==> src/rtl/uart_rx_fifo_ctrl_if.sv <==
// CPU register bus and UART-side read bus of uart_rx_fifo_ctrl; slave = controller, master = bus owner / testbench.
interface uart_rx_fifo_ctrl_if;
  logic       i_cyc;
  logic       i_we;
  logic [1:0] i_addr;
  logic [7:0] i_dat;
  logic [7:0] o_dat;
  logic       o_u_cyc;
  logic       o_u_addr;
  logic       o_u_we;
  logic [7:0] i_u_dat;
  logic       i_u_int;
  logic       o_int;

  modport slave (
    input  i_cyc, i_we, i_addr, i_dat, i_u_dat, i_u_int,
    output o_dat, o_u_cyc, o_u_addr, o_u_we, o_int
  );

  modport master (
    output i_cyc, i_we, i_addr, i_dat, i_u_dat, i_u_int,
    input  o_dat, o_u_cyc, o_u_addr, o_u_we, o_int
  );
endinterface

==> src/rtl/uart_rx_fifo_ctrl.sv <==
// Drains uart_rx into a receive FIFO read by the CPU; a byte reaches COUNT/DATA 3 cycles after the pulse, pushes into a full FIFO are dropped (FOVF).
// Optional RX_FIFO_THRESH_INT_EN adds a CTRL[7:4] interrupt threshold; otherwise the interrupt is IEN & !empty.
module uart_rx_fifo_ctrl #(
  parameter int DEPTH_LOG2 = 4
) (
  input  logic               i_clk,
  input  logic               i_reset,
  uart_rx_fifo_ctrl_if.slave bus
);
  localparam int DEPTH = 1 << DEPTH_LOG2;
  localparam int CW    = DEPTH_LOG2 + 1;

  localparam logic [1:0] S_IDLE    = 2'd0;
  localparam logic [1:0] S_RD_STAT = 2'd1;
  localparam logic [1:0] S_RD_DATA = 2'd2;

  logic [1:0]            state_q, state_d;
  logic                  pending_q, pending_d;
  logic [DEPTH_LOG2-1:0] wr_ptr_q, wr_ptr_d;
  logic [DEPTH_LOG2-1:0] rd_ptr_q, rd_ptr_d;
  logic [CW-1:0]         count_q, count_d;
  logic [7:0]            mem_q [DEPTH];
  logic [7:0]            mem_d [DEPTH];
  logic                  uovr_q, uovr_d;
  logic                  fovf_q, fovf_d;
  logic                  ien_q, ien_d;
  logic                  int_q, int_d;
  logic [3:0]            ctrl_hi;

  logic empty, full, cpu_rd, cpu_wr, pop, stat_rd, push_req, push, drop;

  assign empty    = (count_q == '0);
  assign full     = (count_q == CW'(DEPTH));
  assign cpu_rd   = bus.i_cyc & ~bus.i_we;
  assign cpu_wr   = bus.i_cyc & bus.i_we;
  assign pop      = cpu_rd & (bus.i_addr == 2'd0) & ~empty;
  assign stat_rd  = cpu_rd & (bus.i_addr == 2'd1);
  assign push_req = (state_q == S_RD_DATA);
  // A same-cycle pop frees the slot, so a full FIFO still accepts the byte.
  assign push     = push_req & (~full | pop);
  assign drop     = push_req & full & ~pop;

  always_comb begin
    state_d   = state_q;
    pending_d = pending_q | bus.i_u_int;
    case (state_q)
      S_IDLE: begin
        if (pending_q | bus.i_u_int) begin
          state_d   = S_RD_STAT;
          pending_d = 1'b0;
        end
      end
      S_RD_STAT: state_d = bus.i_u_dat[0] ? S_RD_DATA : S_IDLE;
      S_RD_DATA: state_d = S_IDLE;
      default:   state_d = S_IDLE;
    endcase
  end

  always_comb begin
    mem_d = mem_q;
    if (push) mem_d[wr_ptr_q] = bus.i_u_dat;
    wr_ptr_d = wr_ptr_q + DEPTH_LOG2'(push);
    rd_ptr_d = rd_ptr_q + DEPTH_LOG2'(pop);
    count_d  = count_q + CW'(push) - CW'(pop);
  end

  // Clear-on-read comes first so a same-cycle set survives.
  always_comb begin
    uovr_d = uovr_q;
    fovf_d = fovf_q;
    if (stat_rd) begin
      uovr_d = 1'b0;
      fovf_d = 1'b0;
    end
    if ((state_q == S_RD_STAT) && bus.i_u_dat[1]) uovr_d = 1'b1;
    if (drop) fovf_d = 1'b1;
  end

`ifdef RX_FIFO_THRESH_INT_EN
  logic [3:0]    thresh_q, thresh_d;
  logic [CW-1:0] eff_thresh;

  assign ctrl_hi    = thresh_q;
  assign eff_thresh = (thresh_q == 4'd0) ? CW'(1) : CW'(thresh_q);

  always_comb begin
    ien_d    = ien_q;
    thresh_d = thresh_q;
    if (cpu_wr && (bus.i_addr == 2'd3)) begin
      ien_d    = bus.i_dat[0];
      thresh_d = bus.i_dat[7:4];
    end
    int_d = ien_q & (count_q >= eff_thresh);
  end

  always_ff @(posedge i_clk) begin
    if (i_reset) thresh_q <= 4'd0;
    else         thresh_q <= thresh_d;
  end
`else
  assign ctrl_hi = 4'd0;

  always_comb begin
    ien_d = ien_q;
    if (cpu_wr && (bus.i_addr == 2'd3)) ien_d = bus.i_dat[0];
    int_d = ien_q & ~empty;
  end
`endif

  always_comb begin
    case (bus.i_addr)
      2'd0:    bus.o_dat = empty ? 8'h00 : mem_q[rd_ptr_q];
      2'd1:    bus.o_dat = {4'b0000, uovr_q, fovf_q, full, ~empty};
      2'd2:    bus.o_dat = 8'(count_q);
      default: bus.o_dat = {ctrl_hi, 3'b000, ien_q};
    endcase
  end

  assign bus.o_u_cyc  = (state_q == S_RD_STAT) | (state_q == S_RD_DATA);
  assign bus.o_u_addr = (state_q == S_RD_STAT);
  assign bus.o_u_we   = 1'b0;
  assign bus.o_int    = int_q;

  always_ff @(posedge i_clk) begin
    if (i_reset) begin
      state_q   <= S_IDLE;
      pending_q <= 1'b0;
      wr_ptr_q  <= '0;
      rd_ptr_q  <= '0;
      count_q   <= '0;
      uovr_q    <= 1'b0;
      fovf_q    <= 1'b0;
      ien_q     <= 1'b0;
      int_q     <= 1'b0;
    end else begin
      state_q   <= state_d;
      pending_q <= pending_d;
      wr_ptr_q  <= wr_ptr_d;
      rd_ptr_q  <= rd_ptr_d;
      count_q   <= count_d;
      uovr_q    <= uovr_d;
      fovf_q    <= fovf_d;
      ien_q     <= ien_d;
      int_q     <= int_d;
    end
  end

  // Storage needs no reset: reads of an empty FIFO return 0 regardless.
  always_ff @(posedge i_clk) begin
    mem_q <= mem_d;
  end
endmodule

==> src/flat_wrapper.sv <==
// flat-port wrapper written by rule: the top's interface ports become plain ports
module uart_rx_fifo_ctrl_flat 
#(
  parameter int DEPTH_LOG2 = 4
)
  (i_clk, i_reset, bus_i_cyc, bus_i_we, bus_i_addr, bus_i_dat, bus_i_u_dat, bus_i_u_int, bus_o_dat, bus_o_u_cyc, bus_o_u_addr, bus_o_u_we, bus_o_int);
  uart_rx_fifo_ctrl_if bus_i ();
  input  logic i_clk;
  input  logic i_reset;
  input wire logic [$bits(bus_i.i_cyc)-1:0] bus_i_cyc;
  input wire logic [$bits(bus_i.i_we)-1:0] bus_i_we;
  input wire logic [$bits(bus_i.i_addr)-1:0] bus_i_addr;
  input wire logic [$bits(bus_i.i_dat)-1:0] bus_i_dat;
  input wire logic [$bits(bus_i.i_u_dat)-1:0] bus_i_u_dat;
  input wire logic [$bits(bus_i.i_u_int)-1:0] bus_i_u_int;
  output wire logic [$bits(bus_i.o_dat)-1:0] bus_o_dat;
  output wire logic [$bits(bus_i.o_u_cyc)-1:0] bus_o_u_cyc;
  output wire logic [$bits(bus_i.o_u_addr)-1:0] bus_o_u_addr;
  output wire logic [$bits(bus_i.o_u_we)-1:0] bus_o_u_we;
  output wire logic [$bits(bus_i.o_int)-1:0] bus_o_int;
  assign bus_i.i_cyc = bus_i_cyc;
  assign bus_i.i_we = bus_i_we;
  assign bus_i.i_addr = bus_i_addr;
  assign bus_i.i_dat = bus_i_dat;
  assign bus_i.i_u_dat = bus_i_u_dat;
  assign bus_i.i_u_int = bus_i_u_int;
  assign bus_o_dat = bus_i.o_dat;
  assign bus_o_u_cyc = bus_i.o_u_cyc;
  assign bus_o_u_addr = bus_i.o_u_addr;
  assign bus_o_u_we = bus_i.o_u_we;
  assign bus_o_int = bus_i.o_int;
  uart_rx_fifo_ctrl #(.DEPTH_LOG2(DEPTH_LOG2)) u_core (.i_clk(i_clk), .i_reset(i_reset), .bus(bus_i));
endmodule
==> config.mk <==
export PLATFORM = sky130hd
export DESIGN_NAME = uart_rx_fifo_ctrl_flat
export DESIGN_NICKNAME = d
export VERILOG_FILES = /design/src/rtl/uart_rx_fifo_ctrl_if.sv /design/src/rtl/uart_rx_fifo_ctrl.sv /design/src/flat_wrapper.sv
export SDC_FILE = /design/constraint.sdc
export NUM_CORES = 1
export LEC_CHECK = 0
export CAP_MARGIN = 10
export CORE_ASPECT_RATIO = 1.25
export CORE_MARGIN = 1
export CORE_UTILIZATION = 45
export DETAILED_ROUTE_END_ITERATION = 8
export GPL_ROUTABILITY_DRIVEN = 0
export HOLD_SLACK_MARGIN = 0.1
export PLACE_DENSITY = 0.71
export SETUP_SLACK_MARGIN = 0.15
export SKIP_CTS_REPAIR_TIMING = 1
export SLEW_MARGIN = 40
export SYNTH_ARGS = -nofsm -noshare
export SYNTH_HDL_FRONTEND = slang
export SYNTH_SLANG_ARGS = --single-unit
export TNS_END_PERCENT = 5
==> constraint.sdc <==
create_clock -name i_clk -period 3.5 [get_ports i_clk]
set_input_delay 0.525 -clock i_clk [delete_from_list [all_inputs] [get_ports i_clk]]
set_output_delay 0.525 -clock i_clk [all_outputs]
set_load 0.01 [all_outputs]
==> run_results.csv <==
group,metric,value,unit
floorplan,die_area,14360,um^2
layout,diodes,0,
synthesis,syn_area,6248,um^2
routing,vias_per_cell,5.700,
grt,gr-total-overflow,0,
cts,cts.sinks,148,
critical_path,critPathRequiredTime,2.97,ns
cts,cts_tree,"yes",
placed_design,place_area,6925,um^2
floorplan,die_h,133.7,um
floorplan,rows,47,
grt,grt_pass1_vias,3555,
layout,final_common_cell,"edfxtp_1",
synthesis,synth_flop_cell,"edfxtp_1",
synthesis,synth-seq-cells,148,
critical_path,r2r_end,"u_core.count_q[4]",
placed_design,hpwl,8.505,mm
critical_path,r2r_start,"u_core.count_q[2]",
floorplan,die_width,107.4,um
routing,via_count,3534,
pwr,cellPowerDensity,557.9,nW/um^2
critical_path,crit_path_start_kind,"flop",
synthesis,synth.avg_cell_area,16.84,um^2
cts,clockBufferDepth,2,
cts,numCtsBuffers,17,
layout,final_cell_mix,"128 x edfxtp_1, 38 x buf_4, 26 x clkdlybuf4s50_1",
routing,wire_per_inst,20.59,um
layout,nets,471,
synthesis,synthesis.instances,371,
synthesis,async_flop_share,0,%
critical_path,r2r_slack,0.85,ns
floorplan,coreArea,13410,um^2
floorplan,ios,35,
grt,grt.total_usage,19.21,%
synthesis,ys_types,47,
placed_design,portBuffers,26,
synthesis,synth_edf_count,128,
sta,hold_viol,0,
sta,skew,0.007385,ns
sta,drv_slew,0,
cts,cts-root-buf,"clkbuf_16",
layout,finalInstanceArea,7542,um^2
min_path,min_path_type,"flop to flop",
critical_path,worstPathArrival,2.78,ns
layout,syn_to_final_growth,20.70,%
sta,fmax,0.3027,GHz
grt,grt_start_max_net_pins,22,
sta,worstMarginPinSlew,0.7961,ns
layout,layout-drive-gt1-share,21.83,%
critical_path,reg2regPathDepth,13,
sta,period_needed,3.304,ns
routing,drt_iter0_drc,277,
sta,rsz0062_at_grt,"true",
synthesis,synth-warning-count,0,
critical_path,critical_path_peak_fanout,7,
run,cap_violations,0,
layout,post-route-util,56.25,%
grt,antenna_found_initial,0,
cts,htree_num_levels,4,
routing,routed_wl,12.76,mm
cts,clk_pin_slew,0.06,ns
outcome,status,"finished, final reports clean",
sta,period_share,94.39,%
routing,post-route-drc-count,0,
synthesis,yosysSeqAreaShare,67.92,%
pwr,ir_drop,0.0003579,V
sta,slew_headroom,46.76,%
sta,setup_viol,0,
critical_path,worst_setup_path_end_kind,"primary output",
critical_path,endpoint,"bus_o_dat[2]",
grt,grt_pass1_wl,19.79,mm
floorplan,start_util,46.60,%
critical_path,crit_type,"flop to primary output",
sta,setup-tns-final,0,ns
critical_path,crit_path_start,"u_core.rd_ptr_q[0]",
cts,worstSkewPairLatency,0.42,ns
pwr,p_leak,2.531,nW
synthesis,synth_fp_nets,406,
routing,postRouteAntennaNets,0,
routing,first_pass_iters,4,
==> flip-flops by register name, indices dropped and copies added, names as in the netlist <==
register,count
u_core.pending_q,1
u_core.uovr_q,1
u_core.ien_q,1
u_core.state_q,2
u_core.rd_ptr_q,4
u_core.fovf_q,1
u_core.wr_ptr_q,4
u_core.bus.o_int,1
u_core.mem_q,128
u_core.count_q,5
==> worst min-delay path by stage <==
stage,start,to,slack [ns],depth (start not counted)
2_1_floorplan,u_core.fovf_q,u_core.fovf_q,0.44,2
3_3_place_gp,u_core.fovf_q,u_core.fovf_q,0.45,2
3_5_place_dp,u_core.fovf_q,u_core.fovf_q,0.46,2
4_1_cts,u_core.fovf_q,u_core.fovf_q,0.47,2
5_1_grt,u_core.fovf_q,u_core.fovf_q,0.51,2
6_report,u_core.fovf_q,u_core.fovf_q,0.47,2
==> area by class of cell <==
cell class | count | area, um^2
clock buffer | 17 | 425.4
clock inverter | 15 | 182.7
fill | 1033 | 5866
inverter | 11 | 41.29
multi-input combinational | 193 | 1864
sequential | 148 | 4249
tap | 171 | 214.0
timing repair buffer | 65 | 565.5
==> cell usage after synthesis (2+ instances only) <==
| cell | count | share of area, % |
|---|---|---|
| edfxtp_1 | 128 | 62 |
| dfxtp_1 | 20 | 6.4 |
| mux2i_1 | 20 | 3.2 |
| nor2_1 | 17 | 1.0 |
| mux4_1 | 13 | 5.5 |
| nor2b_1 | 13 | 1.3 |
| mux4_2 | 12 | 4.3 |
| a22oi_1 | 11 | 1.3 |
| ha_1 | 11 | 2.2 |
| inv_1 | 11 | 0.66 |
| nand3_1 | 11 | 0.88 |
| nor3_1 | 11 | 0.88 |
| a21oi_1 | 8 | 0.64 |
| nand2b_1 | 8 | 0.80 |
| a211oi_1 | 6 | 0.72 |
| nor4_1 | 6 | 0.60 |
| buf_6 | 5 | 0.90 |
| nand2_1 | 5 | 0.30 |
| buf_2 | 4 | 0.32 |
| clkbuf_1 | 4 | 0.24 |
| nor3b_1 | 4 | 0.48 |
| xnor2_1 | 4 | 0.56 |
| buf_4 | 3 | 0.36 |
| o21ai_0 | 3 | 0.24 |
| xor2_1 | 3 | 0.42 |
| a221o_1 | 2 | 0.32 |
| a221oi_1 | 2 | 0.28 |
| a31oi_1 | 2 | 0.20 |
| and2_1 | 2 | 0.20 |
| and2b_1 | 2 | 0.24 |
| buf_1 | 2 | 0.12 |
| mux2_2 | 2 | 0.36 |
| nand4_1 | 2 | 0.20 |
==> metal layers <==
metal	wire [um]	share of wire, %	track usage, %	vias to the layer above
met5	0	0	0	-
met4	247	1.9	6.925	0
met3	616	4.8	4.159	20
met2	6760	53	33.44	112
met1	5139	40	23.42	1803
li1	-	-	-	1599
==> where the power goes <==
part	total, mW	internal [mW]	leakage [nW]	switching (mW)
Sequential	1.96	1.94	1.31	0.0267
Combinational	0.389	0.193	0.920	0.196
Clock	1.85	1.09	0.298	0.769
==> kinds of logic (layout without fill, tap and decap cells) <==
family                   count (synthesis)  in the layout  share of synthesized area [%]
flip-flops                             148            148                          67.92
multiplexers                            47             47                          13.36
AO/OA/AOI/OAI                           38             38                          4.245
XOR/XNOR                                 7              7                         0.9812
other                                    1              1                        0.06001
AND/OR/NAND/NOR                         88             88                          7.990
buffers and inverters                   30            108                          2.923
adder cells (fa/ha/maj)                 12             12                          2.523
==> metrics by stage <==
stage	setup slack, ns	std cells	hold slack [ns]	total power [mW]
floorplan	0.7387	371	0.4365	2.252
global placement	0.2645	588	0.4530	2.379
detailed placement	0.2570	588	0.4639	2.390
CTS	0.1059	620	0.4731	4.233
global route	0.1266	620	0.5082	4.343
finish	0.1965	620	0.4685	4.208
==> worst max-delay path: stages (launching register included) <==
cell	delay [ns]
dfxtp_4	0.43
buf_4	0.17
mux4_1	0.58
a22oi_1	0.29
a21oi_1	0.15
a221o_1	0.27
clkdlybuf4s50_1	0.47
(Power assumes the default switching activity.)
